==> config.mk <==
export PLATFORM = sky130hd
export DESIGN_NAME = mmio_uart_tx
export DESIGN_NICKNAME = d
export VERILOG_FILES = /design/src/rtl/uart_pkg.sv /design/src/rtl/mmio_uart_tx_sync_fifo.sv /design/src/rtl/mmio_uart_tx.sv
export SDC_FILE = /design/constraint.sdc
export NUM_CORES = 1
export LEC_CHECK = 0
export BUFFER_PORTS_ARGS = -buffer_cell sky130_fd_sc_hd__buf_4
export CAP_MARGIN = 20
export CORE_MARGIN = 1
export CORE_UTILIZATION = 55
export DETAILED_ROUTE_END_ITERATION = 10
export PLACE_DENSITY_LB_ADDON = 0.1
export SYNTH_ARGS = -nofsm -noshare
export SYNTH_HDL_FRONTEND = slang
export SYNTH_SLANG_ARGS = --single-unit
==> constraint.sdc <==
create_clock -name clk -period 4.2 [get_ports clk]
set_input_delay 0.63 -clock clk [delete_from_list [all_inputs] [get_ports clk]]
set_output_delay 0.63 -clock clk [all_outputs]
set_load 0.01 [all_outputs]
==> src/rtl/uart_pkg.sv <==
// Shared types and register map for the memory-mapped UART transmitter.
package uart_pkg;

    typedef enum logic [1:0] {
        IDLE  = 2'd0,
        START = 2'd1,
        DATA  = 2'd2,
        STOP  = 2'd3
    } state_e;

    localparam logic [2:0] OFS_TXDATA = 3'd0;
    localparam logic [2:0] OFS_STATUS = 3'd4;

    localparam int ST_BUSY    = 0;
    localparam int ST_FULL    = 1;
    localparam int ST_EMPTY   = 2;
    localparam int ST_OVF     = 3;
    localparam int ST_CNT_LSB = 8;

endpackage

==> src/rtl/mmio_uart_tx_sync_fifo.sv <==
// Byte-wide synchronous FIFO; a push while full and a pop while empty
// are both ignored.
module sync_fifo #(
    parameter int DEPTH = 8,
    localparam int AW = $clog2(DEPTH),
    localparam int CW = $clog2(DEPTH + 1)
) (
    input  logic          clk,
    input  logic          rst,
    input  logic          push,
    input  logic [7:0]    din,
    input  logic          pop,
    output logic [7:0]    dout,
    output logic          full,
    output logic          empty,
    output logic [CW-1:0] count
);

    logic [7:0]    mem_q [DEPTH];
    logic [AW-1:0] wptr_q, wptr_d;
    logic [AW-1:0] rptr_q, rptr_d;
    logic [CW-1:0] cnt_q, cnt_d;
    logic          do_push;
    logic          do_pop;

    assign full    = (cnt_q == CW'(DEPTH));
    assign empty   = (cnt_q == '0);
    assign do_push = push && !full;
    assign do_pop  = pop && !empty;
    assign dout    = mem_q[rptr_q];
    assign count   = cnt_q;

    always_comb begin
        wptr_d = wptr_q + AW'(do_push);
        rptr_d = rptr_q + AW'(do_pop);
        cnt_d  = cnt_q + CW'(do_push) - CW'(do_pop);
    end

    always_ff @(posedge clk or posedge rst) begin
        if (rst) begin
            wptr_q <= '0;
            rptr_q <= '0;
            cnt_q  <= '0;
            for (int i = 0; i < DEPTH; i++) begin
                mem_q[i] <= '0;
            end
        end else begin
            wptr_q <= wptr_d;
            rptr_q <= rptr_d;
            cnt_q  <= cnt_d;
            if (do_push) begin
                mem_q[wptr_q] <= din;
            end
        end
    end

endmodule

==> src/rtl/mmio_uart_tx.sv <==
// Memory-mapped 8N1 UART transmitter: TXDATA/STATUS register window,
// TX FIFO and bit serialiser.
module mmio_uart_tx
    import uart_pkg::*;
#(
    parameter int          CLK_DIV    = 434,
    parameter int          FIFO_DEPTH = 8,
    parameter logic [31:0] BASE_ADDR  = 32'h0000_1000
) (
    input  logic        clk,
    input  logic        rst,
    input  logic        we,
    input  logic [31:0] addr,
    input  logic [31:0] wd,
    output logic [31:0] rd,
    output logic        sel,
    output logic        tx,
    output logic        busy
);

    localparam int CW = $clog2(FIFO_DEPTH + 1);
    localparam int DW = $clog2(CLK_DIV);

    state_e          state_q, state_d;
    logic [DW-1:0]   cnt_q, cnt_d;
    logic [2:0]      bit_idx_q, bit_idx_d;
    logic [7:0]      shift_q, shift_d;
    logic            tx_q, tx_d;
    logic            busy_q, busy_d;
    logic            ovf_q, ovf_d;

    logic            is_status;
    logic            push_req;
    logic            clr_ovf;
    logic            pop;
    logic            bit_tick;
    logic [7:0]      fifo_dout;
    logic            fifo_full;
    logic            fifo_empty;
    logic [CW-1:0]   fifo_count;
    logic [31:0]     status;
    logic            unused_bits;

    assign unused_bits = ^{wd[31:8], addr[1:0]};

    assign sel       = (addr[31:3] == BASE_ADDR[31:3]);
    assign is_status = ({addr[2], 2'b00} == OFS_STATUS);
    assign push_req  = we && sel && !is_status;
    assign clr_ovf   = we && sel && is_status && wd[ST_OVF];
    assign bit_tick  = (cnt_q == DW'(CLK_DIV - 1));

    sync_fifo #(
        .DEPTH(FIFO_DEPTH)
    ) u_fifo (
        .clk  (clk),
        .rst  (rst),
        .push (push_req),
        .din  (wd[7:0]),
        .pop  (pop),
        .dout (fifo_dout),
        .full (fifo_full),
        .empty(fifo_empty),
        .count(fifo_count)
    );

    always_comb begin
        status               = '0;
        status[ST_BUSY]      = busy_q;
        status[ST_FULL]      = fifo_full;
        status[ST_EMPTY]     = fifo_empty;
        status[ST_OVF]       = ovf_q;
        status[ST_CNT_LSB+:8] = 8'(fifo_count);
        rd = '0;
        if (sel && is_status) begin
            rd = status;
        end
    end

    // A dropped push in the same cycle as a clear leaves overflow set.
    always_comb begin
        ovf_d = ovf_q;
        if (push_req && fifo_full) begin
            ovf_d = 1'b1;
        end else if (clr_ovf) begin
            ovf_d = 1'b0;
        end
    end

    always_comb begin
        state_d   = state_q;
        cnt_d     = bit_tick ? '0 : cnt_q + 1'b1;
        bit_idx_d = bit_idx_q;
        shift_d   = shift_q;
        pop       = 1'b0;
        unique case (state_q)
            IDLE: begin
                cnt_d = '0;
                if (!fifo_empty) begin
                    pop     = 1'b1;
                    shift_d = fifo_dout;
                    state_d = START;
                end
            end
            START: begin
                if (bit_tick) begin
                    bit_idx_d = '0;
                    state_d   = DATA;
                end
            end
            DATA: begin
                if (bit_tick) begin
                    shift_d   = shift_q >> 1;
                    bit_idx_d = bit_idx_q + 3'd1;
                    if (bit_idx_q == 3'd7) begin
                        state_d = STOP;
                    end
                end
            end
            STOP: begin
                if (bit_tick) begin
                    if (!fifo_empty) begin
                        pop     = 1'b1;
                        shift_d = fifo_dout;
                        state_d = START;
                    end else begin
                        state_d = IDLE;
                    end
                end
            end
        endcase
        // Outputs are registered, so derive them from the next state.
        busy_d = (state_d != IDLE);
        tx_d   = 1'b1;
        if (state_d == START) begin
            tx_d = 1'b0;
        end else if (state_d == DATA) begin
            tx_d = shift_d[0];
        end
    end

    always_ff @(posedge clk or posedge rst) begin
        if (rst) begin
            state_q   <= IDLE;
            cnt_q     <= '0;
            bit_idx_q <= '0;
            shift_q   <= '0;
            tx_q      <= 1'b1;
            busy_q    <= 1'b0;
            ovf_q     <= 1'b0;
        end else begin
            state_q   <= state_d;
            cnt_q     <= cnt_d;
            bit_idx_q <= bit_idx_d;
            shift_q   <= shift_d;
            tx_q      <= tx_d;
            busy_q    <= busy_d;
            ovf_q     <= ovf_d;
        end
    end

    assign tx   = tx_q;
    assign busy = busy_q;

endmodule

==> impl_metrics.json <==
{
  "outcome": "finished, final reports clean",
  "num_rows": 34,
  "dpl_cell_area_mm2": 0.00550,
  "ctsLongestPathBuffers": 2,
  "crit_arrival_ns": 2.28,
  "grtUsageTotal_pct": 22.6,
  "num_vias": 3236,
  "cpPeakStageDelay_ns": 0.45,
  "cts_max_level": 3,
  "numPortBuffers": 51,
  "cts_hold_buf": 0,
  "area_growth_pct": 11.9,
  "slew_headroom_pct": 42.7,
  "cts.sinks": 99,
  "firstDrtPassIters": 6,
  "yosysUniqueCellTypes": 51,
  "fin_area_mm2": 0.00570,
  "grt_pass1_vias": 3372,
  "dieArea_mm2": 0.00966,
  "crit_type": "input pin to output pin",
  "coreArea_mm2": 0.00885,
  "whs_ns": 0.408,
  "p_per_area_mw_per_mm2": 284,
  "io_pins": 102,
  "max_cap_violations": 0,
  "die_h_um": 98.3,
  "cts_root_buffer": "clkbuf_8",
  "overflow": 0,
  "syn_area_per_cell_um2": 12.5,
  "synthArstFlopShare_pct": 100,
  "finalHoldViolations": 0,
  "cellLeakagePower_nw": 2.83,
  "fin_nets": 550,
  "rr_startpoint": "cnt_q[1]",
  "cts_tree": "built",
  "start_util_pct": 57.6,
  "fin_setup_tns_ns": 0,
  "cts-resized-gates": 0,
  "hpwlAfterDp_um": 6910,
  "drc_errors": 0,
  "critPathRequiredTime_ns": 3.57,
  "syn_area_mm2": 0.00510,
  "ys_seq_elements": 99,
  "finClkSkew_ns": 0.0120,
  "drt-wirelength-per-cell_um": 17.3,
  "reg2reg_depth": 12,
  "drv_slew": 0,
  "synth.area.top_cells": "dfrtp_1, mux2_2, mux4_2",
  "synth_edf_count": 0,
  "synth_top_area_share_pct": 48.1,
  "avgViaCountPerCell": 5.63,
  "min_period_ns": 2.91,
  "yosys_warnings": 0,
  "cts.clk_slew.worst_paths_ns": 0.10,
  "rsz0062_at_grt": "no",
  "yosysTopAreaCell": "dfrtp_1",
  "gp_congestion": 0.757,
  "drive_above_1_share_pct": 35.8,
  "die_w_um": 98.3,
  "fin_ws_ns": 1.29,
  "cp-start-kind": "input pin",
  "min_path_type": "input pin to async pin",
  "grt_pass1_wl_um": 16700,
  "routed_wl_um": 9920,
  "syn_inst": 407,
  "seq_area_frac_synth_pct": 48.6,
  "worstSetupPathDepth": 7,
  "clock.fmax_ghz": 0.343,
  "cp_slowest_cell": "nor2_1",
  "period_share_pct": 69.4,
  "synth_commonest_cells": "dfrtp_1, mux2_2, nor2_1",
  "post-place-ws_ns": 1.11,
  "endpoint_kind": "output pin",
  "cts_buffers": 9,
  "setup_violations": 0,
  "setup.worst_path.start": "addr[14]",
  "worst_pin_slew_ns": 0.860,
  "cts_setup_buffers": 0,
  "antenna_found_initial": 0,
  "crit_family": "simple AND/OR/NAND/NOR gates",
  "antennaDiodeCount": 0,
  "grt_max_degree": 50,
  "synth_ff_type": "dfrtp_1",
  "path_max_fanout": 7,
  "first_iter_violations": 94,
  "crit_chain": "buf_4, nor4b_1, nand4_1, nor2_1, nand2_1, nor2_1, buf_4",
  "ir_drop_mv": 0.245,
  "clk_latency_ns": 0.37,
  "path_buf_inv": 2,
  "yosysMostFrequentCell": "dfrtp_1",
  "final_util_pct": 64.4,
  "ant_nets": 0
}
==> kinds of logic (layout without fill, tap and decap cells) <==
family                   after synthesis  in the layout  share of synthesized area (%)
other                                  1             24                         0.0736
adder cells (fa/ha/maj)               21             21                           5.30
AO/OA/AOI/OAI                         40             40                           5.23
buffers and inverters                 49             86                           5.47
multiplexers                          89             89                           23.0
XOR/XNOR                              11             11                           1.89
flip-flops                            99             99                           48.6
AND/OR/NAND/NOR                       97             97                           10.4
==> routing by layer <==
layer / global-route usage [%] / wire length, µm
met5: 0 / 0
met3: 4.58 / 259
met4: 7.00 / 107
met1: 28.5 / 4410
met2: 39.4 / 5150
==> layout by cell type, fill, tap and decap left out, types with 4 or more instances in the layout <==
cell and instances:
a211oi_1 6, a21oi_1 9, and3_1 4, buf_4 54, clkbuf_8 9, conb_1 24
dfrtp_1 98, ha_1 20, inv_1 14, mux2_2 65, mux2i_1 8, mux4_2 16
nand2_1 15, nand2_2 6, nand3_1 5, nor2_1 37, nor3_1 4, nor4_1 5
o21ai_0 8, xnor2_1 5, xor2_1 6
==> power breakdown <==
part,total (mW),internal [mW],switching [mW]
combinational,0.0760,0.0313,0.0447
clock,0.582,0.228,0.354
sequential,0.959,0.956,0.00295
total,1.62,1.22,0.402
==> final cells by class <==
class                      count  area (µm²)
sequential                    99        2480
timing repair buffer          55         420
inverter                      15        57.6
clock buffer                  10         128
tap                          108         135
clock inverter                 6        56.3
fill                         710        3150
multi-input combinational    282        2430
==> registers in the layout (all words and copies together), names as in the netlist <==
| name | cells |
|---|---|
| u_fifo.wptr_q | 3 |
| u_fifo.count | 4 |
| state_q | 2 |
| u_fifo.rptr_q | 3 |
| cnt_q | 9 |
| busy | 1 |
| tx | 1 |
| shift_q | 8 |
| bit_idx_q | 3 |
| ovf_q | 1 |
| u_fifo.mem_q | 64 |
==> per-stage QoR <==
step	total power [mW]	std cells
finish	1.62	575
global route	1.69	575
CTS	1.64	574
detailed placement	1.06	558
global placement	1.05	558
floorplan	1.03	430
==> path summary, 6_finish.rpt <==
kind,end,slack [ns]
worst max register to register,u_fifo.count[3],1.50
worst max-delay path,rd[10],1.29
worst min register to register,shift_q[0],0.49
max in group asynchronous,u_fifo.mem_q[56],2.90
worst min-delay path,cnt_q[8],0.41
min in group clk,ovf_q,0.46
Power figures use the tool's default switching activity.
